===== src/rtl/bram_arbiter_pkg.sv =====
// Shared types for the imem/dmem bram arbiter: request payload, FSM state encoding.
package bram_arbiter_pkg;

   localparam int BRAM_DEPTH = 4096;

   typedef struct packed {
      logic        instr;
      logic [31:0] addr;
      logic [31:0] wdata;
      logic [3:0]  wstrb;
   } bram_req_t;

   typedef enum logic [1:0] {
      IDLE,
      BUSY_I,
      BUSY_D
   } arb_state_t;

   localparam bram_req_t REQ_NONE = '0;

endpackage


===== src/rtl/bram_arbiter_if.sv =====
// Request/response bundle used for the fetch port, the load/store port and the bram side.
interface bram_arbiter_if;

   logic        valid;
   logic        instr;
   logic [31:0] addr;
   logic [31:0] wdata;
   logic [3:0]  wstrb;
   logic [31:0] rdata;
   logic        ready;

   modport master (output valid, instr, addr, wdata, wstrb, input  rdata, ready);
   modport slave  (input  valid, instr, addr, wdata, wstrb, output rdata, ready);

endinterface


===== src/rtl/bram_arb_slot.sv =====
// One-entry pending request register for one arbiter port, with sticky overrun error.
module bram_arb_slot
   import bram_arbiter_pkg::*;
(
   input  logic      clock,
   input  logic      reset,
   input  logic      i_valid,
   input  bram_req_t i_req,
   input  logic      i_clear,
   output logic      o_pend,
   output bram_req_t o_req,
   output logic      o_error
);

   logic      r_pend;
   bram_req_t r_req;
   logic      r_error;
   logic      w_free;
   logic      w_capture;

   // The slot frees up in the same cycle its response is delivered.
   assign w_free    = !r_pend || i_clear;
   assign w_capture = i_valid && w_free;

   // NOTE: state updates use <= so every register samples pre-edge values regardless of block order.
   always_ff @(posedge clock or negedge reset) begin
      if (!reset) begin
         r_pend  <= 1'b0;
         // NOTE: the payload is reset too, so the bram bus reads all-zero straight out of reset.
         r_req   <= REQ_NONE;
         r_error <= 1'b0;
      end else begin
         if (w_capture) begin
            r_pend <= 1'b1;
            r_req  <= i_req;
         end else if (i_clear) begin
            r_pend <= 1'b0;
         end
         if (i_valid && !w_free) begin
            r_error <= 1'b1;
         end
      end
   end

   assign o_pend  = r_pend;
   assign o_req   = r_req;
   assign o_error = r_error;

endmodule


===== src/rtl/bram_arbiter.sv =====
// Shares a single-port bram between fetch (imem) and load/store (dmem) ports.
// Contention policy: fixed priority via PRIO_DATA, or round-robin when BRAM_ARB_RR_EN is defined.
module bram_arbiter
   import bram_arbiter_pkg::*;
#(
   parameter bit PRIO_DATA = 1'b1
) (
   input  logic           clock,
   input  logic           reset,
   bram_arbiter_if.slave  imem,
   bram_arbiter_if.slave  dmem,
   bram_arbiter_if.master bram,
   output logic           arb_error
);

   arb_state_t r_state;
   bram_req_t  w_req_i_in, w_req_d_in;
   bram_req_t  w_req_i, w_req_d;
   bram_req_t  w_sel;
   logic       w_pend_i, w_pend_d;
   logic       w_err_i, w_err_d;
   logic       w_done_i, w_done_d;
   logic       w_any, w_grant_d, w_issue;

   assign w_req_i_in = '{instr: imem.instr, addr: imem.addr, wdata: imem.wdata, wstrb: imem.wstrb};
   assign w_req_d_in = '{instr: dmem.instr, addr: dmem.addr, wdata: dmem.wdata, wstrb: dmem.wstrb};

   assign w_done_i = (r_state == BUSY_I) && bram.ready;
   assign w_done_d = (r_state == BUSY_D) && bram.ready;

   bram_arb_slot u_slot_i (
      .clock   (clock),
      .reset   (reset),
      .i_valid (imem.valid),
      .i_req   (w_req_i_in),
      .i_clear (w_done_i),
      .o_pend  (w_pend_i),
      .o_req   (w_req_i),
      .o_error (w_err_i)
   );

   bram_arb_slot u_slot_d (
      .clock   (clock),
      .reset   (reset),
      .i_valid (dmem.valid),
      .i_req   (w_req_d_in),
      .i_clear (w_done_d),
      .o_pend  (w_pend_d),
      .o_req   (w_req_d),
      .o_error (w_err_d)
   );

   assign w_any   = w_pend_i || w_pend_d;
   assign w_issue = (r_state == IDLE) && w_any;

`ifdef BRAM_ARB_RR_EN
   logic r_last_d;
   assign w_grant_d = w_pend_d && (!w_pend_i || !r_last_d);
`else
   assign w_grant_d = w_pend_d && (!w_pend_i || PRIO_DATA);
`endif

   always_ff @(posedge clock or negedge reset) begin
      if (!reset) begin
         r_state  <= IDLE;
`ifdef BRAM_ARB_RR_EN
         r_last_d <= 1'b0;
`endif
      end else begin
         case (r_state)
            IDLE: begin
               if (w_any) begin
                  r_state <= w_grant_d ? BUSY_D : BUSY_I;
`ifdef BRAM_ARB_RR_EN
                  r_last_d <= w_grant_d;
`endif
               end
            end
            BUSY_I:  if (bram.ready) r_state <= IDLE;
            BUSY_D:  if (bram.ready) r_state <= IDLE;
            default: r_state <= IDLE;
         endcase
      end
   end

   // The bram bus is a mux of already-registered pend payloads, keeping issue one cycle after capture.
   always_comb begin
      // NOTE: default first so every path assigns w_sel and no latch is inferred.
      w_sel = REQ_NONE;
      case (r_state)
         IDLE:    if (w_any) w_sel = w_grant_d ? w_req_d : w_req_i;
         BUSY_I:  w_sel = w_req_i;
         BUSY_D:  w_sel = w_req_d;
         default: w_sel = REQ_NONE;
      endcase
   end

   assign bram.valid = w_issue;
   assign bram.instr = w_sel.instr;
   assign bram.addr  = w_sel.addr;
   assign bram.wdata = w_sel.wdata;
   assign bram.wstrb = w_sel.wstrb;

   assign imem.ready = w_done_i;
   assign dmem.ready = w_done_d;
   assign imem.rdata = (r_state == BUSY_I) ? bram.rdata : 32'h0;
   assign dmem.rdata = (r_state == BUSY_D) ? bram.rdata : 32'h0;

   assign arb_error = w_err_i || w_err_d;

endmodule

===== src/flat_wrapper.sv =====
// flat-port wrapper written by rule: the top's interface ports become plain ports
module bram_arbiter_flat import bram_arbiter_pkg::*;
#(
   parameter bit PRIO_DATA = 1'b1
)
  (clock, reset, arb_error, imem_valid, imem_instr, imem_addr, imem_wdata, imem_wstrb, imem_rdata, imem_ready, dmem_valid, dmem_instr, dmem_addr, dmem_wdata, dmem_wstrb, dmem_rdata, dmem_ready, bram_valid, bram_instr, bram_addr, bram_wdata, bram_wstrb, bram_rdata, bram_ready);
  bram_arbiter_if imem_i ();
  bram_arbiter_if dmem_i ();
  bram_arbiter_if bram_i ();
  input  logic clock;
  input  logic reset;
  output logic arb_error;
  input wire logic [$bits(imem_i.valid)-1:0] imem_valid;
  input wire logic [$bits(imem_i.instr)-1:0] imem_instr;
  input wire logic [$bits(imem_i.addr)-1:0] imem_addr;
  input wire logic [$bits(imem_i.wdata)-1:0] imem_wdata;
  input wire logic [$bits(imem_i.wstrb)-1:0] imem_wstrb;
  output wire logic [$bits(imem_i.rdata)-1:0] imem_rdata;
  output wire logic [$bits(imem_i.ready)-1:0] imem_ready;
  input wire logic [$bits(dmem_i.valid)-1:0] dmem_valid;
  input wire logic [$bits(dmem_i.instr)-1:0] dmem_instr;
  input wire logic [$bits(dmem_i.addr)-1:0] dmem_addr;
  input wire logic [$bits(dmem_i.wdata)-1:0] dmem_wdata;
  input wire logic [$bits(dmem_i.wstrb)-1:0] dmem_wstrb;
  output wire logic [$bits(dmem_i.rdata)-1:0] dmem_rdata;
  output wire logic [$bits(dmem_i.ready)-1:0] dmem_ready;
  output wire logic [$bits(bram_i.valid)-1:0] bram_valid;
  output wire logic [$bits(bram_i.instr)-1:0] bram_instr;
  output wire logic [$bits(bram_i.addr)-1:0] bram_addr;
  output wire logic [$bits(bram_i.wdata)-1:0] bram_wdata;
  output wire logic [$bits(bram_i.wstrb)-1:0] bram_wstrb;
  input wire logic [$bits(bram_i.rdata)-1:0] bram_rdata;
  input wire logic [$bits(bram_i.ready)-1:0] bram_ready;
  assign imem_i.valid = imem_valid;
  assign imem_i.instr = imem_instr;
  assign imem_i.addr = imem_addr;
  assign imem_i.wdata = imem_wdata;
  assign imem_i.wstrb = imem_wstrb;
  assign imem_rdata = imem_i.rdata;
  assign imem_ready = imem_i.ready;
  assign dmem_i.valid = dmem_valid;
  assign dmem_i.instr = dmem_instr;
  assign dmem_i.addr = dmem_addr;
  assign dmem_i.wdata = dmem_wdata;
  assign dmem_i.wstrb = dmem_wstrb;
  assign dmem_rdata = dmem_i.rdata;
  assign dmem_ready = dmem_i.ready;
  assign bram_valid = bram_i.valid;
  assign bram_instr = bram_i.instr;
  assign bram_addr = bram_i.addr;
  assign bram_wdata = bram_i.wdata;
  assign bram_wstrb = bram_i.wstrb;
  assign bram_i.rdata = bram_rdata;
  assign bram_i.ready = bram_ready;
  bram_arbiter #(.PRIO_DATA(PRIO_DATA)) u_core (.clock(clock), .reset(reset), .imem(imem_i), .dmem(dmem_i), .bram(bram_i), .arb_error(arb_error));
endmodule

===== config.mk =====
export PLATFORM = sky130hd
export DESIGN_NAME = bram_arbiter_flat
export DESIGN_NICKNAME = d
export VERILOG_FILES = /design/src/rtl/bram_arbiter_pkg.sv /design/src/rtl/bram_arbiter_if.sv /design/src/rtl/bram_arb_slot.sv /design/src/rtl/bram_arbiter.sv /design/src/flat_wrapper.sv
export SDC_FILE = /design/constraint.sdc
export NUM_CORES = 1
export LEC_CHECK = 0
export BUFFER_PORTS_ARGS = -buffer_cell sky130_fd_sc_hd__buf_2
export CORE_MARGIN = 2
export CORE_UTILIZATION = 50
export CTS_CLUSTER_SIZE = 10
export DETAILED_ROUTE_END_ITERATION = 6
export GPL_TIMING_DRIVEN = 0
export PLACE_DENSITY_LB_ADDON = 0.15
export SYNTH_ARGS = -nofsm -noshare
export SYNTH_HDL_FRONTEND = slang
export SYNTH_SLANG_ARGS = --single-unit

===== constraint.sdc =====
create_clock -name clock -period 2.6 [get_ports clock]
set_clock_uncertainty 0.2 [all_clocks]
set_input_delay 0.13 -clock clock [delete_from_list [all_inputs] [get_ports clock]]
set_output_delay 0.13 -clock clock [all_outputs]
set_load 0.05 [all_outputs]

==> flow_summary.json, run 1 <==
{
  "drt_first_pass_iters": 7,
  "seq_area_frac_synth_pct": 45.4,
  "cp_max_fo": 8,
  "wl_met3_um": 1960,
  "grt_pass1_vias": 7531,
  "globalplace.congestion": 0.834,
  "cpPeakStageDelay_ns": 0.40,
  "multi_input_comb_area_um2": 4000,
  "worstPathRequired_ns": 2.27,
  "avgViaCountPerCell": 5.52,
  "p_leak_uw": 0.00597,
  "syn2layout_area_growth_pct": 54.3,
  "synth_commonest_cells": "mux2_2 (186), dfrtp_1 (144), nor2_1 (70), a222oi_1 (68), and2_1 (66)",
  "antenna_found_initial": 0,
  "grt_overflow": 0,
  "fin_crit_sh_pct": 98.9,
  "cts_tree": "yes",
  "seqCellArea_um2": 3600,
  "dp_hpwl_um": 16300,
  "tightest_slew_ns": 0.526,
  "min_path_type": "input pin to async pin",
  "syn_nets": 824,
  "timing.rr.start": "u_core.r_state[1]$_DFFE_PN0P_",
  "final_nets": 1310,
  "top_layer": "met4",
  "cts-root-buf": "clkbuf_16",
  "via_count": 7501,
  "critPathSlowestCell": "dfrtp_1",
  "drive_gt1_share_pct": 54.8,
  "holdWs_ns": 0.0124,
  "fin_area_um2": 12300,
  "grt_max_degree": 94,
  "chipHeight_um": 130,
  "synth.avg_cell_area_um2": 12.3,
  "endpoint_kind": "output port",
  "dpl-instance-area_um2": 9800,
  "synth_top_area_share_pct": 45.4,
  "drtAntennaViolNets": 0,
  "diodes": 0,
  "wl_met2_um": 13700,
  "critPathLaunchType": "flip-flop",
  "synth-edff-count": 0,
  "die_area_um2": 16900,
  "status": "finished, violations left",
  "track_usage_pct": 31.0,
  "die_w_um": 130,
  "routed_wl_um": 27100,
  "ys_warn_count": 0,
  "synthDistinctLibCells": 27,
  "clk_latency_ns": 0.42,
  "violations": "DRC",
  "syn_area_um2": 7940,
  "htreeDepth": 4,
  "drv_cap": 0,
  "power_uw": 19000,
  "cts.clk_slew.worst_paths_ns": 0.06,
  "synth_top_cells_by_area": "dfrtp_1 (45%), mux2_2 (26%), a222oi_1 (8.6%), and2_1 (5.2%), mux2_4 (3.8%)",
  "critical-path-top-delay-family": "buffers and inverters",
  "numCtsBuffers": 17,
  "yosys.area.top_type": "dfrtp_1",
  "io_buffers": 311,
  "finalSetupViolations": 0,
  "slew_violations": 0,
  "crit_chain": "inv_2 -> ha_4 -> o21a_4 -> buf_8 -> buf_8 -> buf_4 -> a222oi_1 -> nor2_1 -> buf_4",
  "relSlewSlack_pct": 64.9,
  "r2r-end": "u_core.u_slot_d.o_req[29]$_DFFE_PN0P_",
  "postLayoutCoreUtil_pct": 78.0,
  "reg2reg_depth": 8,
  "finalHoldViolCount": 0,
  "start_util_pct": 50.5,
  "powerDensity_nw_per_um2": 1550,
  "first_iter_violations": 756,
  "synth_flop_cell": "dfrtp_1",
  "routedLengthMet1_um": 11000,
  "syn_inst": 644,
  "drc": 10,
  "cts.sinks": 144,
  "worst_slack_ns": 0.0294,
  "critPathArrivalTime_ns": 2.24,
  "cts_buffer_depth": 2,
  "grt_pass1_wl_um": 40300,
  "path_class": "flip-flop to output port",
  "dp_slack_ns": -0.438,
  "pin_count": 312,
  "rsz0062_at_grt": "yes",
  "ys_ff_latch": 144,
  "fillerInstances": 985,
  "core_area_um2": 15700,
  "period_needed_ns": 2.57,
  "cp_num_buf_inv": 5,
  "std_cell_rows": 46,
  "post_drt_wl_per_cell_um": 20.0,
  "timing.fmax_mhz": 389,
  "max-vdd-ir-drop_v": 0.00135,
  "synth_most_common_cell": "mux2_2",
  "reg2reg_slack_ns": 0.35,
  "async_flop_share_pct": 100
}
==> worst reg2reg max path, stage by stage (launching register included) <==
cell,delay [ns]
dfrtp_1,0.41
buf_4,0.14
ha_2,0.20
a21boi_2,0.17
nand2b_1,0.11
buf_2,0.18
buf_6,0.20
buf_6,0.21
mux2_4,0.32
==> worst max path at each step <==
stage / from / endpoint / slack (ns) / cells past startpoint
after global routing: u_core.r_state[0]$_DFFE_PN0P_ / bram_addr[18] / -0.05 / 6
final: u_core.r_state[0]$_DFFE_PN0P_ / bram_addr[4] / 0.03 / 9
after global placement: reset / u_core.u_slot_i.o_req[40]$_DFFE_PN0P_ / -0.99 / 1
after CTS: u_core.r_state[0]$_DFFE_PN0P_ / bram_addr[16] / -0.03 / 7
after floorplan: u_core.r_state[1]$_DFFE_PN0P_ / bram_addr[24] / 0.12 / 6
after detailed placement: u_core.r_state[1]$_DFFE_PN0P_ / bram_addr[24] / -0.44 / 7
==> report_power, final <==
group / switching (uW) / internal [uW]
clock network: 1000 / 1690
logic: 7620 / 4400
registers: 889 / 3370
==> area by class of cell <==
| class | count | share of cell area, % |
|---|---|---|
| Buffer | 58 | 3.62 |
| Multi-Input combinational cell | 436 | 32.7 |
| Sequential cell | 144 | 29.4 |
| Tap cell | 216 | 2.21 |
| Clock inverter | 11 | 1.44 |
| Inverter | 3 | 0.0919 |
| Timing Repair Buffer | 470 | 26.7 |
| Clock buffer | 21 | 3.84 |
==> layer usage <==
metal | up-vias | GRT usage [%]
li1 | 3388 | -
met1 | 3693 | 40.0
met2 | 374 | 52.1
met3 | 46 | 6.97
met4 | 0 | 10.2
met5 | - | 0
==> stage by stage <==
step	setup TNS, ns	instances
after floorplan	0	644
after global placement	-146.31	1171
after CTS	-0.130	1348
after global routing	-0.473	1359
final	0	1359
after detailed placement	-7.22	1172
==> what timing repair did <==
item,in CTS,in global routing
hold buffers,143,0
pin swaps,6,24
setup buffers,2,13
resized for setup,66,52
endpoints found under the hold margin,287,0
endpoints found under the setup margin,134,128
==> sequential cells by signal, summed over array words and instances (netlist names) <==
name / flops
u_core.u_slot_d.o_req: 69
u_core.u_slot_i.o_req: 69
u_core.r_state: 2
u_core.u_slot_d.o_error: 1
u_core.u_slot_d.o_pend: 1
u_core.u_slot_i.o_error: 1
u_core.u_slot_i.o_pend: 1
==> logic make-up after synthesis <==
group | count (synthesis) | synth area share [%]
AND/OR/NAND/NOR | 145 | 9.31
flip-flops | 144 | 45.4
multiplexers | 206 | 30.2
AO/OA/AOI/OAI | 80 | 9.68
buffers and inverters | 64 | 4.67
adder cells (fa/ha/maj) | 5 | 0.788
==> layout by cell type (no fill, tap or decap), types with 3 or more instances in the layout <==
cell type      instances
clkbuf_1              11
clkbuf_16             17
buf_4                 40
buf_2                290
mux2_4                21
buf_8                  4
nor2_1                70
dfrtp_1              144
buf_12                 3
clkbuf_8               4
ha_2                   3
a222oi_1              68
clkbuf_4               5
a21o_1                 3
clkinvlp_4             4
clkbuf_2               8
or2_2                  3
and2_1                66
dlygate4sd3_1        143
buf_6                 23
mux2_2               185
bufinv_16              4
(Power assumes the default switching activity.)
==> run 2, diff against run 1 <==
CELL_PAD_IN_SITES_DETAIL_PLACEMENT = 2   (was unset)
CELL_PAD_IN_SITES_GLOBAL_PLACEMENT = 2   (was unset)
CORE_UTILIZATION = 28   (was 50)
REMOVE_ABC_BUFFERS = 1   (was unset)
clock period = 2.34 ns   (was 2.6 ns; I/O delays follow)
==> flow_summary.json, run 2 (synthesis results as in run 1) <==
{
  "status": "finished, violations left",
  "violations": "DRC, setup timing",
  "grt_pass1_wl_um": 55400,
  "std_cell_rows": 61,
  "dpl.cell_count": 1279,
  "die_area_um2": 29700,
  "grt_max_degree": 80,
  "first_iter_violations": 599,
  "cts_tree": "yes",
  "routed_wl_um": 41300,
  "endpoint_kind": "output port",
  "critPathLaunchType": "flip-flop",
  "drive_gt1_share_pct": 56.3,
  "worstPathRequired_ns": 2.02,
  "htreeDepth": 4,
  "start_util_pct": 28.5,
  "cts-root-buf": "clkbuf_16",
  "rsz0062_at_grt": "yes",
  "p_leak_uw": 0.00701,
  "antenna_found_initial": 2,
  "cts_buffer_depth": 2,
  "critPathSlowestCell": "a222oi_1",
  "use_met1_pct": 29.8,
  "drtAntennaViolNets": 0,
  "powerDensity_nw_per_um2": 1750,
  "fin_area_um2": 14200,
  "cts.sinks": 144,
  "slew_violations": 0,
  "pin_count": 312,
  "p_seq_share_pct": 19.4,
  "drc": 1,
  "switching_share_pct": 48.0,
  "final_nets": 1315,
  "post_drt_wl_per_cell_um": 27.0,
  "relSlewSlack_pct": 60.6,
  "comb_power_share_pct": 68.7,
  "use_met2_pct": 46.3,
  "finalHoldViolCount": 0,
  "grt_util_met3_pct": 5.91,
  "min_path_type": "input pin to async pin",
  "core_area_um2": 27900,
  "avgViaCountPerCell": 5.13,
  "fin_crit_sh_pct": 114,
  "dpl-instance-area_um2": 9850,
  "power_frac_clock_pct": 12.0,
  "p_sw_uw": 12000,
  "grt_overflow": 0,
  "crit_chain": "buf_16 -> buf_12 -> mux2_2 -> a222oi_1 -> nor2_1 -> buf_6",
  "worst_slack_ns": -0.332,
  "grt_pass1_vias": 8673,
  "setup-tns-final_ns": -16.93,
  "tightest_slew_ns": 0.591,
  "path_class": "flip-flop to output port",
  "critPathArrivalTime_ns": 2.35,
  "cts.clk_slew.worst_paths_ns": 0.07,
  "numCtsBuffers": 17,
  "period_needed_ns": 2.67,
  "globalplace.congestion": 0.673,
  "drv_cap": 0,
  "final_cell_mix": "buf_2 (204), dlygate4sd3_1 (141), dfrtp_1 (141)",
  "timing.fmax_mhz": 374,
  "die_w_um": 172,
  "cpPeakStageDelay_ns": 0.48,
  "dp_hpwl_um": 18200,
  "cp_max_fo": 16,
  "top_usage_layer": "met2",
  "via_count": 7845,
  "clk_latency_ns": 0.43,
  "reg2reg_depth": 9,
  "fillerInstances": 2720,
  "io_buffers": 311,
  "finalSetupViolations": 140,
  "chipHeight_um": 172,
  "track_usage_pct": 25.4,
  "drt_first_pass_iters": 7,
  "final_cells": 1528,
  "max-vdd-ir-drop_v": 0.000942,
  "p_int_uw": 13000,
  "final_common_cell": "buf_2",
  "syn2layout_area_growth_pct": 79.2
}
==> run 2: cell count changes in the layout (fill, tap and decap cells not counted), moves of 7 or more <==
cell       before  now
clkbuf_4        5   12
buf_2         290  204
buf_4          40   31
buf_12          3   25
mux2_2        185   85
buf_6          23   82
buf_16          1   16
clkbuf_1       11    2
clkbuf_2        8    0
mux2_4         21  121
clkbuf_16      17   28
==> run 2: path summary, 6_finish.rpt <==
check / end / slack (ns) / startpoint
hold / removal: u_core.u_slot_i.o_req[18]$_DFFE_PN0P_ / 0.04 / reset
hold reg to reg: u_core.u_slot_d.o_error$_DFFE_PN0P_ / 0.25 / u_core.u_slot_d.o_error$_DFFE_PN0P_
setup reg to reg: u_core.u_slot_d.o_req[0]$_DFFE_PN0P_ / -0.13 / u_core.r_state[1]$_DFFE_PN0P_
setup / recovery: bram_addr[0] / -0.33 / u_core.u_slot_d.o_pend$_DFFE_PN0P_
min in group clock: u_core.r_state[1]$_DFFE_PN0P_ / 0.04 / bram_ready
max in group asynchronous: u_core.u_slot_i.o_req[20]$_DFFE_PN0P_ / 1.08 / reset
==> run 2: area by class of cell <==
| cell class | count | area, um^2 | area share [%] |
|---|---|---|---|
| antenna | 3 | 7.51 | 0.0528 |
| clock buffer | 19 | 433 | 3.04 |
| clock inverter | 12 | 183 | 1.28 |
| inverter | 3 | 13.8 | 0.0967 |
| multi-input combinational | 440 | 4470 | 31.4 |
| sequential | 144 | 3610 | 25.4 |
| tap | 378 | 473 | 3.32 |
| timing repair buffer | 529 | 5030 | 35.4 |
==> run 2: worst max-delay path, delay by kind of cell, from the launching register on <==
family                 cells  cell delay, ns
muxes                      1            0.36
buffers and inverters      3            0.47
AOI/OAI and AO/OA          1            0.48
DFF                        1            0.47
and+or+nand+nor            1            0.13
==> run 2: through the flow <==
| step | setup WS (ns) | hold WS, ns | total power [uW] | utilization (%) |
|---|---|---|---|---|
| after floorplan | -2.42 | -0.379 | 13700 | - |
| after global placement | -5.72 | 0.147 | 15400 | 34.5 |
| final | -0.332 | 0.0359 | 24900 | 51.1 |
| after detailed placement | -0.999 | -0.0759 | 17000 | 35.4 |
| after CTS | -0.221 | 0.0237 | 23600 | 48.6 |
| after global routing | -0.404 | 0.0626 | 26000 | 51.1 |
==> run 2: power groups by stage <==
stage                     Combinational, uW  Clock [uW]  Sequential (uW)
after floorplan                        9240           0             4440
after global placement                10800           0             4680
after detailed placement              12200           0             4760
after CTS                             15900        3040             4660
after global routing                  17900        3140             5000
final                                 17100        2990             4830
==> run 2: layer usage <==
metal  wire (um)  up-vias
met2       21500      320
li1            -     3405
met1       16500     4074
met3        2580       46
met5           0        -
met4         724        0
==> run 2: repair_timing <==
action                                 4_1_cts  5_1_grt
cloned                                      16       13
pin swaps                                   11       24
hold buffers                               141        0
gates resized for setup                    212      147
endpoints found under the hold margin      268        0
setup endpoints to repair                  275      239
setup buffers                               39       11
==> run 3, diff against run 2 <==
MAX_ROUTING_LAYER = met4   (was unset)
==> flow_summary.json, run 3 (synthesis results as in run 1) <==
{
  "post_drt_wl_per_cell_um": 27.0,
  "die_area_um2": 29700,
  "worstPathRequired_ns": 2.02,
  "period_needed_ns": 2.62,
  "drt_first_pass_iters": 7,
  "max-vdd-ir-drop_v": 0.000943,
  "timing.rr.start": "u_core.r_state[1]$_DFFE_PN0P_",
  "drtAntennaViolNets": 0,
  "worst_slack_ns": -0.275,
  "cts.sinks": 144,
  "fin_crit_sh_pct": 112,
  "multi_input_comb_area_um2": 4470,
  "grt_max_degree": 80,
  "via_count": 7853,
  "core_area_um2": 27900,
  "clk_latency_ns": 0.43,
  "finalHoldViolCount": 0,
  "min_path_type": "input pin to async pin",
  "first_iter_violations": 598,
  "powerDensity_nw_per_um2": 1750,
  "setup.worst_path.end": "bram_addr[0]",
  "grt_pass1_vias": 8684,
  "std_cell_rows": 61,
  "antenna_found_initial": 1,
  "r2r-end": "u_core.u_slot_d.o_req[0]$_DFFE_PN0P_",
  "rsz0062_at_grt": "yes",
  "cts_buffer_depth": 2,
  "avgViaCountPerCell": 5.15,
  "status": "finished, violations left",
  "chipHeight_um": 172,
  "die_w_um": 172,
  "tightest_slew_ns": 0.572,
  "start_util_pct": 28.5,
  "track_usage_pct": 26.2,
  "final_nets": 1315,
  "critPathLaunchType": "flip-flop",
  "numCtsBuffers": 17,
  "crit_chain": "buf_16 -> buf_12 -> mux2_2 -> a222oi_1 -> nor2_1 -> buf_6",
  "setup-tns-final_ns": -15.89,
  "critical-path-top-delay-family": "flip-flops",
  "htreeDepth": 4,
  "cts_tree": "yes",
  "critPathArrivalTime_ns": 2.30,
  "grt_pass1_wl_um": 55400,
  "finalSetupViolations": 143,
  "fillerInstances": 2722,
  "cp_num_buf_inv": 3,
  "seqCellArea_um2": 3610,
  "slew_violations": 0,
  "reg2reg_slack_ns": -0.12,
  "dp_hpwl_um": 18200,
  "drive_gt1_share_pct": 56.3,
  "cp_max_fo": 16,
  "cts-root-buf": "clkbuf_16",
  "critPathSlowestCell": "dfrtp_4",
  "reg2reg_depth": 9,
  "p_leak_uw": 0.00701,
  "drc": 4,
  "final_common_cell": "buf_2",
  "path_class": "flip-flop to output port",
  "syn2layout_area_growth_pct": 79.1,
  "io_buffers": 311,
  "cts.clk_slew.worst_paths_ns": 0.07,
  "cpPeakStageDelay_ns": 0.47,
  "dp_slack_ns": -0.999,
  "cp_num_cells": 6,
  "routed_wl_um": 41100,
  "endpoint_kind": "output port",
  "final_cell_mix": "buf_2 (204), dlygate4sd3_1 (141), dfrtp_1 (141)",
  "timing.fmax_mhz": 382,
  "cp-startpoint": "u_core.u_slot_d.o_pend$_DFFE_PN0P_",
  "globalplace.congestion": 0.680,
  "violations": "DRC, setup timing",
  "drv_cap": 0,
  "relSlewSlack_pct": 61.8,
  "pin_count": 312,
  "grt_overflow": 0
}
## run 3: changes by cell type in the layout (fill, tap and decap cells not counted)
cell and delta:
buf_6 -1, buf_4 +1, diode_2 -2
## run 3: power by group
group | switching [uW] | internal (uW)
logic | 9660 | 7450
clock network | 1180 | 1790
registers | 1090 | 3740
total | 11900 | 13000
## run 3: cell type report
class	count	area share, %
Sequential cell	144	25.4
Clock inverter	12	1.28
Timing Repair Buffer	529	35.4
Inverter	3	0.0968
Tap cell	378	3.33
Antenna cell	1	0.0176
Multi-Input combinational cell	440	31.5
Clock buffer	19	3.04
## run 3: how the worst min path moves through the flow
stage | start | end | slack (ns) | cells past startpoint
6_report | reset | u_core.u_slot_i.o_req[18]$_DFFE_PN0P_ | 0.03 | 2
5_1_grt | bram_ready | u_core.r_state[1]$_DFFE_PN0P_ | 0.07 | 3
3_5_place_dp | reset | u_core.u_slot_i.o_req[18]$_DFFE_PN0P_ | -0.08 | 1
4_1_cts | bram_ready | u_core.r_state[1]$_DFFE_PN0P_ | 0.02 | 3
3_3_place_gp | dmem_valid | u_core.u_slot_d.o_pend$_DFFE_PN0P_ | 0.15 | 2
2_1_floorplan | reset | u_core.r_state[0]$_DFFE_PN0P_ | -0.38 | 0
## run 3: repair_timing
item | in CTS | in global routing
endpoints found under the hold margin | 268 | 0
gates resized for setup | 212 | 146
hold buffers | 141 | 0
gates cloned | 16 | 13
setup buffers | 39 | 11
pin swaps | 11 | 24
endpoints found under the setup margin | 275 | 238
## run 3: per-stage QoR
| step | util, % | std cells | hold WS [ns] | instance area (um^2) | power (uW) |
|---|---|---|---|---|---|
| 3_3_place_gp | 34.5 | 1272 | 0.147 | 9610 | 15400 |
| 5_1_grt | 51.0 | 1526 | 0.0677 | 14200 | 26000 |
| 2_1_floorplan | - | 583 | -0.379 | 7580 | 13700 |
| 6_report | 51.0 | 1526 | 0.0337 | 14200 | 24900 |
| 4_1_cts | 48.6 | 1506 | 0.0237 | 13500 | 23600 |
| 3_5_place_dp | 35.4 | 1279 | -0.0759 | 9850 | 17000 |
## run 3: routing by layer
layer / global-route usage (%) / wire [um] / up-vias
met2: 46.3 / 21300 / 328
met3: 5.58 / 2450 / 43
met1: 29.9 / 16600 / 4079
met5: - / 0 / -
met4: 6.98 / 732 / 0
li1: - / - / 3403
